[src/rtl/uart_param_core.sv]
// Parametrised full-duplex UART: configurable width, optional parity, 1/2 stop bits,
// 2-of-3 majority receive sampling with parity and framing error reporting.
module uart_param_core #(
  parameter int unsigned clk_freq  = 1000000,
  parameter int unsigned baud_rate = 9600,
  parameter int unsigned data_bits = 8,
  parameter int unsigned parity    = 0,
  parameter int unsigned stop_bits = 1
) (
  input  logic                 clk,
  input  logic                 reset,
  input  logic [data_bits-1:0] tx_data,
  input  logic                 tx_send,
  output logic                 tx_busy,
  output logic                 tx_line,
  input  logic                 rx_line,
  output logic [data_bits-1:0] rx_data,
  output logic                 rx_ready,
  output logic                 rx_parity_err,
  output logic                 rx_frame_err
);

  localparam int unsigned BIT_CYCLES = clk_freq / baud_rate;
  localparam int unsigned HALF       = BIT_CYCLES / 2;
  localparam int unsigned CNT_W      = $clog2(BIT_CYCLES);
  localparam int unsigned IDX_W      = $clog2(data_bits + 1);

  localparam logic [CNT_W-1:0] CNT_LAST  = CNT_W'(BIT_CYCLES - 1);
  localparam logic [CNT_W-1:0] CNT_S0    = CNT_W'(HALF - 1);
  localparam logic [CNT_W-1:0] CNT_S1    = CNT_W'(HALF);
  localparam logic [CNT_W-1:0] CNT_MID   = CNT_W'(HALF + 1);
  localparam logic [IDX_W-1:0] IDX_LAST  = IDX_W'(data_bits - 1);
  localparam logic [IDX_W-1:0] STOP_LAST = IDX_W'(stop_bits - 1);
  localparam logic             PAR_EN    = (parity != 0);
  localparam logic             PAR_ODD   = (parity == 2);

  // ---------------------------------------------------------------- TX
  typedef enum logic [2:0] {
    TX_IDLE, TX_START, TX_DATA, TX_PARITY, TX_STOP
  } tx_state_t;

  tx_state_t              tx_state, tx_state_nxt;
  logic [CNT_W-1:0]       tx_cnt, tx_cnt_nxt;
  logic [IDX_W-1:0]       tx_idx, tx_idx_nxt;
  logic [data_bits-1:0]   tx_shift, tx_shift_nxt;
  logic                   tx_par, tx_par_nxt;
  logic                   tx_line_nxt, tx_busy_nxt;
  logic                   tx_bit_end;

  always_ff @(posedge clk or negedge reset) begin
    if (!reset) begin
      tx_state <= TX_IDLE;
      tx_cnt   <= '0;
      tx_idx   <= '0;
      tx_shift <= '0;
      tx_par   <= 1'b0;
      tx_line  <= 1'b1;
      tx_busy  <= 1'b0;
    end else begin
      tx_state <= tx_state_nxt;
      tx_cnt   <= tx_cnt_nxt;
      tx_idx   <= tx_idx_nxt;
      tx_shift <= tx_shift_nxt;
      tx_par   <= tx_par_nxt;
      tx_line  <= tx_line_nxt;
      tx_busy  <= tx_busy_nxt;
    end
  end

  // Line and busy are computed one edge ahead so they change exactly on state edges.
  always_comb begin
    tx_state_nxt = tx_state;
    tx_cnt_nxt   = tx_cnt;
    tx_idx_nxt   = tx_idx;
    tx_shift_nxt = tx_shift;
    tx_par_nxt   = tx_par;
    tx_line_nxt  = tx_line;
    tx_busy_nxt  = tx_busy;
    tx_bit_end   = (tx_cnt == CNT_LAST);

    if (tx_state != TX_IDLE) begin
      tx_cnt_nxt = tx_bit_end ? '0 : tx_cnt + CNT_W'(1);
    end

    case (tx_state)
      TX_IDLE: begin
        tx_line_nxt = 1'b1;
        tx_busy_nxt = 1'b0;
        if (tx_send) begin
          tx_state_nxt = TX_START;
          tx_cnt_nxt   = '0;
          tx_shift_nxt = tx_data;
          tx_par_nxt   = (^tx_data) ^ PAR_ODD;
          tx_line_nxt  = 1'b0;
          tx_busy_nxt  = 1'b1;
        end
      end
      TX_START: begin
        if (tx_bit_end) begin
          tx_state_nxt = TX_DATA;
          tx_idx_nxt   = '0;
          tx_line_nxt  = tx_shift[0];
        end
      end
      TX_DATA: begin
        if (tx_bit_end) begin
          tx_shift_nxt = tx_shift >> 1;
          if (tx_idx == IDX_LAST) begin
            tx_idx_nxt = '0;
            if (PAR_EN) begin
              tx_state_nxt = TX_PARITY;
              tx_line_nxt  = tx_par;
            end else begin
              tx_state_nxt = TX_STOP;
              tx_line_nxt  = 1'b1;
            end
          end else begin
            tx_idx_nxt  = tx_idx + IDX_W'(1);
            tx_line_nxt = tx_shift[1];
          end
        end
      end
      TX_PARITY: begin
        if (tx_bit_end) begin
          tx_state_nxt = TX_STOP;
          tx_idx_nxt   = '0;
          tx_line_nxt  = 1'b1;
        end
      end
      TX_STOP: begin
        // The bit index doubles as the stop-bit counter.
        if (tx_bit_end) begin
          if (tx_idx == STOP_LAST) begin
            tx_state_nxt = TX_IDLE;
            tx_busy_nxt  = 1'b0;
          end else begin
            tx_idx_nxt = tx_idx + IDX_W'(1);
          end
        end
      end
      default: tx_state_nxt = TX_IDLE;
    endcase
  end

  // ---------------------------------------------------------------- RX
  logic rx_meta, rxs, rxs_d;

  always_ff @(posedge clk or negedge reset) begin
    if (!reset) begin
      rx_meta <= 1'b1;
      rxs     <= 1'b1;
      rxs_d   <= 1'b1;
    end else begin
      rx_meta <= rx_line;
      rxs     <= rx_meta;
      rxs_d   <= rxs;
    end
  end

  typedef enum logic [2:0] {
    RX_IDLE, RX_START, RX_DATA, RX_PARITY, RX_STOP, RX_WAIT_HIGH
  } rx_state_t;

  rx_state_t              rx_state, rx_state_nxt;
  logic [CNT_W-1:0]       rx_cnt, rx_cnt_nxt;
  logic [IDX_W-1:0]       rx_idx, rx_idx_nxt;
  logic [data_bits-1:0]   rx_shift, rx_shift_nxt;
  logic                   rx_s0, rx_s0_nxt, rx_s1, rx_s1_nxt;
  logic                   rx_par_bit, rx_par_bit_nxt;
  logic [data_bits-1:0]   rx_data_nxt;
  logic                   rx_ready_nxt, rx_perr_nxt, rx_ferr_nxt;
  logic                   rx_bit_end, rx_mid, rx_vote;

  always_ff @(posedge clk or negedge reset) begin
    if (!reset) begin
      rx_state      <= RX_IDLE;
      rx_cnt        <= '0;
      rx_idx        <= '0;
      rx_shift      <= '0;
      rx_s0         <= 1'b1;
      rx_s1         <= 1'b1;
      rx_par_bit    <= 1'b0;
      rx_data       <= '0;
      rx_ready      <= 1'b0;
      rx_parity_err <= 1'b0;
      rx_frame_err  <= 1'b0;
    end else begin
      rx_state      <= rx_state_nxt;
      rx_cnt        <= rx_cnt_nxt;
      rx_idx        <= rx_idx_nxt;
      rx_shift      <= rx_shift_nxt;
      rx_s0         <= rx_s0_nxt;
      rx_s1         <= rx_s1_nxt;
      rx_par_bit    <= rx_par_bit_nxt;
      rx_data       <= rx_data_nxt;
      rx_ready      <= rx_ready_nxt;
      rx_parity_err <= rx_perr_nxt;
      rx_frame_err  <= rx_ferr_nxt;
    end
  end

  // rx_cnt equals cycles since the start of the current bit; the start bit begins at the detected edge.
  always_comb begin
    rx_state_nxt   = rx_state;
    rx_cnt_nxt     = rx_cnt;
    rx_idx_nxt     = rx_idx;
    rx_shift_nxt   = rx_shift;
    rx_s0_nxt      = rx_s0;
    rx_s1_nxt      = rx_s1;
    rx_par_bit_nxt = rx_par_bit;
    rx_data_nxt    = rx_data;
    rx_ready_nxt   = 1'b0;
    rx_perr_nxt    = rx_parity_err;
    rx_ferr_nxt    = rx_frame_err;
    rx_bit_end     = (rx_cnt == CNT_LAST);
    rx_mid         = (rx_cnt == CNT_MID);
    rx_vote        = (rx_s0 & rx_s1) | (rx_s0 & rxs) | (rx_s1 & rxs);

    if (rx_state != RX_IDLE && rx_state != RX_WAIT_HIGH) begin
      rx_cnt_nxt = rx_bit_end ? '0 : rx_cnt + CNT_W'(1);
      if (rx_cnt == CNT_S0) rx_s0_nxt = rxs;
      if (rx_cnt == CNT_S1) rx_s1_nxt = rxs;
    end

    case (rx_state)
      RX_IDLE: begin
        if (!rxs && rxs_d) begin
          rx_state_nxt = RX_START;
          rx_cnt_nxt   = CNT_W'(1);
        end
      end
      RX_START: begin
        if (rx_mid && rx_vote) begin
          rx_state_nxt = RX_IDLE;
        end else if (rx_bit_end) begin
          rx_state_nxt = RX_DATA;
          rx_idx_nxt   = '0;
        end
      end
      RX_DATA: begin
        if (rx_mid) rx_shift_nxt = {rx_vote, rx_shift[data_bits-1:1]};
        if (rx_bit_end) begin
          if (rx_idx == IDX_LAST) begin
            rx_state_nxt = PAR_EN ? RX_PARITY : RX_STOP;
          end else begin
            rx_idx_nxt = rx_idx + IDX_W'(1);
          end
        end
      end
      RX_PARITY: begin
        if (rx_mid) rx_par_bit_nxt = rx_vote;
        if (rx_bit_end) rx_state_nxt = RX_STOP;
      end
      RX_STOP: begin
        // Decide at the first stop bit's last sample so back-to-back frames are caught.
        if (rx_mid) begin
          rx_data_nxt  = rx_shift;
          rx_ready_nxt = 1'b1;
          rx_ferr_nxt  = ~rx_vote;
          rx_perr_nxt  = PAR_EN & (rx_par_bit != ((^rx_shift) ^ PAR_ODD));
          rx_state_nxt = rx_vote ? RX_IDLE : RX_WAIT_HIGH;
        end
      end
      RX_WAIT_HIGH: begin
        if (rxs) rx_state_nxt = RX_IDLE;
      end
      default: rx_state_nxt = RX_IDLE;
    endcase
  end

endmodule

[config.mk]
export PLATFORM = sky130hd
export DESIGN_NAME = uart_param_core
export DESIGN_NICKNAME = d
export VERILOG_FILES = /design/src/rtl/uart_param_core.sv
export SDC_FILE = /design/constraint.sdc
export NUM_CORES = 1
export LEC_CHECK = 0
export ABC_AREA = 0
export CAP_MARGIN = 20
export CORE_UTILIZATION = 40
export DETAILED_ROUTE_END_ITERATION = 6
export GPL_TIMING_DRIVEN = 0
export PLACE_DENSITY = 0.57
export REMOVE_ABC_BUFFERS = 1
export SYNTH_ARGS = -nofsm -noshare
export SYNTH_HDL_FRONTEND = slang
export SYNTH_SLANG_ARGS = --single-unit
[constraint.sdc]
create_clock -name clk -period 5.8 [get_ports clk]
set_clock_uncertainty 0.15 [all_clocks]
set_input_delay 0.58 -clock clk [delete_from_list [all_inputs] [get_ports clk]]
set_output_delay 0.58 -clock clk [all_outputs]
set_load 0.005 [all_outputs]
After elaboration in Yosys (flattened, before gate mapping) --
Index checks and enable logic that the tools add are counted.
Storage, ports and cells: logic and storage cells 142, output and inout bits 13, flip-flop bits (word level) 61, input bits 12
Operators by class: muxes and demuxes 52, reduce and logical (&&, ||, !) cells 26, eq/ne operators 36, add/subtract/negate cells 4, bitwise operators 6
Operators by type and width (number):
- 7-bit 2-to-1 mux | 8
- 3-bit 2-to-1 mux | 16
- 4-bit 2-to-1 mux | 9
- 2-bit inequality test (second input constant) | 17
- 7-bit by 6-bit == test with 1-bit output (second input constant) | 3
- 3-bit one-hot mux with 6 select lines | 1
- 8-bit 2-to-1 mux | 2
- 8-bit one-hot mux with 2 select lines | 1
- 3-bit one-hot mux with 5 select lines | 1
- 7-bit by 1-bit adder with 7-bit output (second input constant) | 2
- 7-bit == test (second input constant) | 2
- 7-bit AND reduction | 2
- 3-bit by 2-bit == test with 1-bit output (second input constant) | 4
- 4-bit one-hot mux with 3 select lines | 1
- 1-bit 2-to-1 mux | 10
- 5-bit AND reduction | 2
- 3-bit == test (second input constant) | 3
- 3-bit nonzero test | 3
- 4-bit by 1-bit adder with 4-bit output (second input constant) | 2
- 4-bit by 3-bit == test with 1-bit output (second input constant) | 2
- 4-bit one-hot mux with 2 select lines | 1
- 2-bit AND reduction | 4
- 3-bit by 1-bit == test with 1-bit output (second input constant) | 2
- 3-bit logical NOT | 2
- other kinds (15) | 24

Longest topological paths before layout --
depth in word-level cells 6, gate-level depth with buffers 8, mapped depth without buffers 7

Worst setup path after synthesis --
No wires, ideal clock.
path kind reg-to-reg, start point register rx_cnt[3], end point register rx_idx[3], buffers on the path 1, setup time 69 ps, path slack 3541 ps, required time 5581 ps, cell stages (with the launch flop) 7, arrival time 2040 ps, period minus slack after synthesis 2259 ps, cell sequence dfrtp_1 > nand2b_1 > or4_4 > buf_6 > a211o_4 > or4_1 > nand3_1
Between the ends: word-level cells in the longest chain between the ends 4, elaborated cells on any way between the ends 7, classes of those cells 5 x eq/ne; 2 x reduce/logical
RTL lines:
- start, declared | RTL line 165 | logic [CNT_W-1:0] rx_cnt, rx_cnt_nxt;
- start signal, assigned | RTL line 189 | rx_cnt <= rx_cnt_nxt;
- 7-bit by 6-bit == test with 1-bit output | RTL line 216 | rx_mid = (rx_cnt == CNT_MID);
- 1-bit logical AND | RTL line 233 | if (rx_mid && rx_vote) begin
- 2-bit inequality test (no line)
- 5-bit AND reduction (no line) (*)
- end signal, assigned | RTL line 190 | rx_idx <= rx_idx_nxt;
- end, declared | RTL line 166 | logic [IDX_W-1:0] rx_idx, rx_idx_nxt;
Every way passes the cells marked *; elsewhere a longest branch is shown, timed or not. A chain may end at the register's enable or synchronous reset.

Worst setup path in the final report --
start point register rx_cnt[1], end point register rx_data[5]
Between the ends: word-level cells in the longest chain between the ends 2
RTL lines:
- 7-bit by 6-bit == test with 1-bit output | RTL line 216
- 2-bit AND reduction (no line)
- end signal, assigned | RTL line 195 | rx_data <= rx_data_nxt;
- end, declared | RTL line 17 | output logic [data_bits-1:0] rx_data,
Every way passes these cells.

==> impl_metrics.env <==
export IMPL_critPathLaunchType="flop"
export IMPL_fin_ws_ps=3299
export IMPL_synthesis_area_um2=3008
export IMPL_gp_congestion=0.7815
export IMPL_cpMaxStageDelayCell="nor2b_1"
export IMPL_start_util_pct=41.47
export IMPL_drive_gt1_share_pct=16.09
export IMPL_clock_path_buffers=2
export IMPL_grt_max_degree=62
export IMPL_p_per_area_nw_per_um2=316.3
export IMPL_dp_hpwl_um=3583
export IMPL_fmax_mhz=399.9
export IMPL_die_area_um2=7870
export IMPL_status="complete, no violations"
export IMPL_cts_sinks=61
export IMPL_dr_pass1_iters=4
export IMPL_core_um2=7253
export IMPL_ys_async_sr_fraction_pct=100.0
export IMPL_multi_input_area_um2=1384
export IMPL_p_total_mw=1.101
export IMPL_syn_to_final_growth_pct=15.72
export IMPL_antenna_cells=0
export IMPL_grt_overflow_total=0
export IMPL_detailroute_via_count=2134
export IMPL_cpMostUsedCell="inv_1"
export IMPL_root_buffer="clkbuf_8"
export IMPL_wl_per_cell_um=13.00
export IMPL_clk_pin_slew_ps=80
export IMPL_die_y_um=88.72
export IMPL_crit_chain="inv_1, ha_1, inv_1, nor3_1, nor2b_1, mux2_2"
export IMPL_synth_seq_area_share_pct=51.00
export IMPL_die_w_um=88.72
export IMPL_antenna_left=0
export IMPL_instances_no_fill=416
export IMPL_setup_viol=0
export IMPL_cts_hold_buf=0
export IMPL_min_path_type="in -> async"
export IMPL_syn_inst=290
export IMPL_worst_ep_required_time_ps=5860
export IMPL_cp_end_kind="flop"
export IMPL_p_leak_nw=1.517
export IMPL_synth_edf_count=0
export IMPL_final_cell_mix="dfrtp_1, nand2_1, nor2_1, o21ai_0, mux2_2"
export IMPL_postCtsSetupRepairBufs=0
export IMPL_synth_distinct_cells=52
export IMPL_cts_buffers=9
export IMPL_max_stage_delay_ps=770
export IMPL_drv_cap=0
export IMPL_routed_via_density=5.130
export IMPL_seqCellArea_um2=1534
export IMPL_dp_cells=399
export IMPL_path_class="reg -> reg"
export IMPL_fillers=710
export IMPL_layout_commonest_cell="dfrtp_1"
export IMPL_whs_ps=171.6
export IMPL_tritoncts="done"
export IMPL_syn_mean_instance_area_um2=10.37
export IMPL_grt_pass1_vias=2036
export IMPL_clk_latency_ps=330
export IMPL_hold_viol=0
export IMPL_first_iter_violations=59
export IMPL_setup_tns_ps=0
export IMPL_std_cell_rows=31
export IMPL_cp_max_fo=11
export IMPL_place_ws_ps=2959
export IMPL_routed_wirelength_um=5406
export IMPL_synth_ff_type="dfrtp_1"
export IMPL_numPortBuffers=23
export IMPL_cts_repair_resized=0
export IMPL_antenna_found_initial=0
export IMPL_period_minus_slack_ps=2501
export IMPL_cp_arrival_ps=2560
export IMPL_yosys_warnings=0
export IMPL_grt_total_usage_pct=15.61
export IMPL_ys_seq_elements=61
export IMPL_drc_errors=0
export IMPL_grt_pass1_wl_um=9432
export IMPL_vdd_drop_max_v=0.0001653
export IMPL_slew_violations=0
export IMPL_h_tree_depth=3
export IMPL_nNetsFinal=331
export IMPL_min_period_over_period_pct=43.11
export IMPL_maxSlewHeadroom_pct=38.45
export IMPL_ios=25
export IMPL_rsz0062_at_grt="false"
export IMPL_worst_pin_slew_ps=923.2
cell type report:
| type | count | share of cell area (%) |
|---|---|---|
| multi-input cells | 208 | 39.76 |
| well taps | 99 | 3.559 |
| clock inverters | 6 | 1.114 |
| clock buffers | 10 | 3.954 |
| inverters | 8 | 0.8627 |
| repair buffers | 24 | 6.686 |
| flip-flops and latches | 61 | 44.07 |
stage by stage:
stage | cell area (um2) | util [%]
after detailed placement | 3299 | 45.49
after floorplan | 2948 | -
final | 3481 | 47.99
after CTS | 3476 | 47.92
after global routing | 3481 | 47.99
after global placement | 3302 | 45.52
cell usage after synthesis (all sizes together), types with 4 or more instances:
cell	n	area [um2]
xnor2	5	43.79
nand3b	6	45.04
nand2	28	105.1
a21oi	8	40.04
nand2b	4	25.02
mux2	23	259.0
mux2i	8	80.08
nor2	26	97.59
nand3	13	65.06
dfrtp	55	1376
and3	4	25.02
dfstp	6	157.7
nor3	5	25.02
ha	7	87.58
clkbuf	10	37.54
o21ai	26	130.1
inv	7	26.28
where the power goes:
group	switching (mW)	leakage [nW]	total (mW)	internal, mW
Combinational	0.111	0.631	0.211	0.100
Sequential	0.0668	0.798	0.556	0.489
Clock	0.170	0.0880	0.335	0.165
Total	0.347	1.52	1.10	0.754
routing by layer:
layer	track usage (%)	part of all wire (%)
met1	20.43	49
met2	24.76	47
met3	5.224	2.6
met4	4.399	0.87
met5	0	0
critical path: cells and delay by family (launching register included):
| family | cells | cell delay, ps |
|---|---|---|
| adder cells (fa/ha/maj) | 1 | 140 |
| buffers and inverters | 2 | 120 |
| flip-flops | 1 | 420 |
| multiplexers | 1 | 420 |
| AND/OR/NAND/NOR | 2 | 1120 |
worst paths after layout:
check / start / endpoint / slack (ps) / depth (start not counted)
worst max-delay path: rx_cnt[1]$_DFF_PN0_ / rx_data[5]$_DFFE_PN0P_ / 3300 / 6
worst min-delay path: reset / rx_cnt[6]$_DFF_PN0_ / 170 / 1
worst max register to register: rx_cnt[1]$_DFF_PN0_ / rx_data[5]$_DFFE_PN0P_ / 3300 / 6
worst min register to register: rx_meta$_DFF_PN1_ / rxs$_DFF_PN1_ / 200 / 0
max in group asynchronous: reset / rx_shift[5]$_DFFE_PN0P_ / 4810 / 1
min in group clk: rx_meta$_DFF_PN1_ / rxs$_DFF_PN1_ / 200 / 0
state kept, by name (all words and copies together), names as in the netlist:
| register | cells |
|---|---|
| tx_cnt | 7 |
| rx_frame_err | 1 |
| rxs_d | 1 |
| rx_state | 3 |
| rx_ready | 1 |
| rx_cnt | 7 |
| rx_idx | 4 |
| rx_data | 8 |
| tx_shift | 8 |
| tx_busy | 1 |
| tx_state | 3 |
| rx_shift | 8 |
| tx_idx | 4 |
| tx_line | 1 |
| rx_meta | 1 |
| rxs | 1 |
| rx_s0 | 1 |
| rx_s1 | 1 |
kinds of logic after synthesis:
kind of cell | share of synthesized area [%]
adder cells (fa/ha/maj) | 3.244
AO/OA/AOI/OAI | 12.06
other | 0.1247
buffers and inverters | 2.995
multiplexers | 11.27
XOR/XNOR | 2.038
flip-flops | 51.00
AND/OR/NAND/NOR | 17.26
Note: power is estimated with default switching activity, not from simulation.
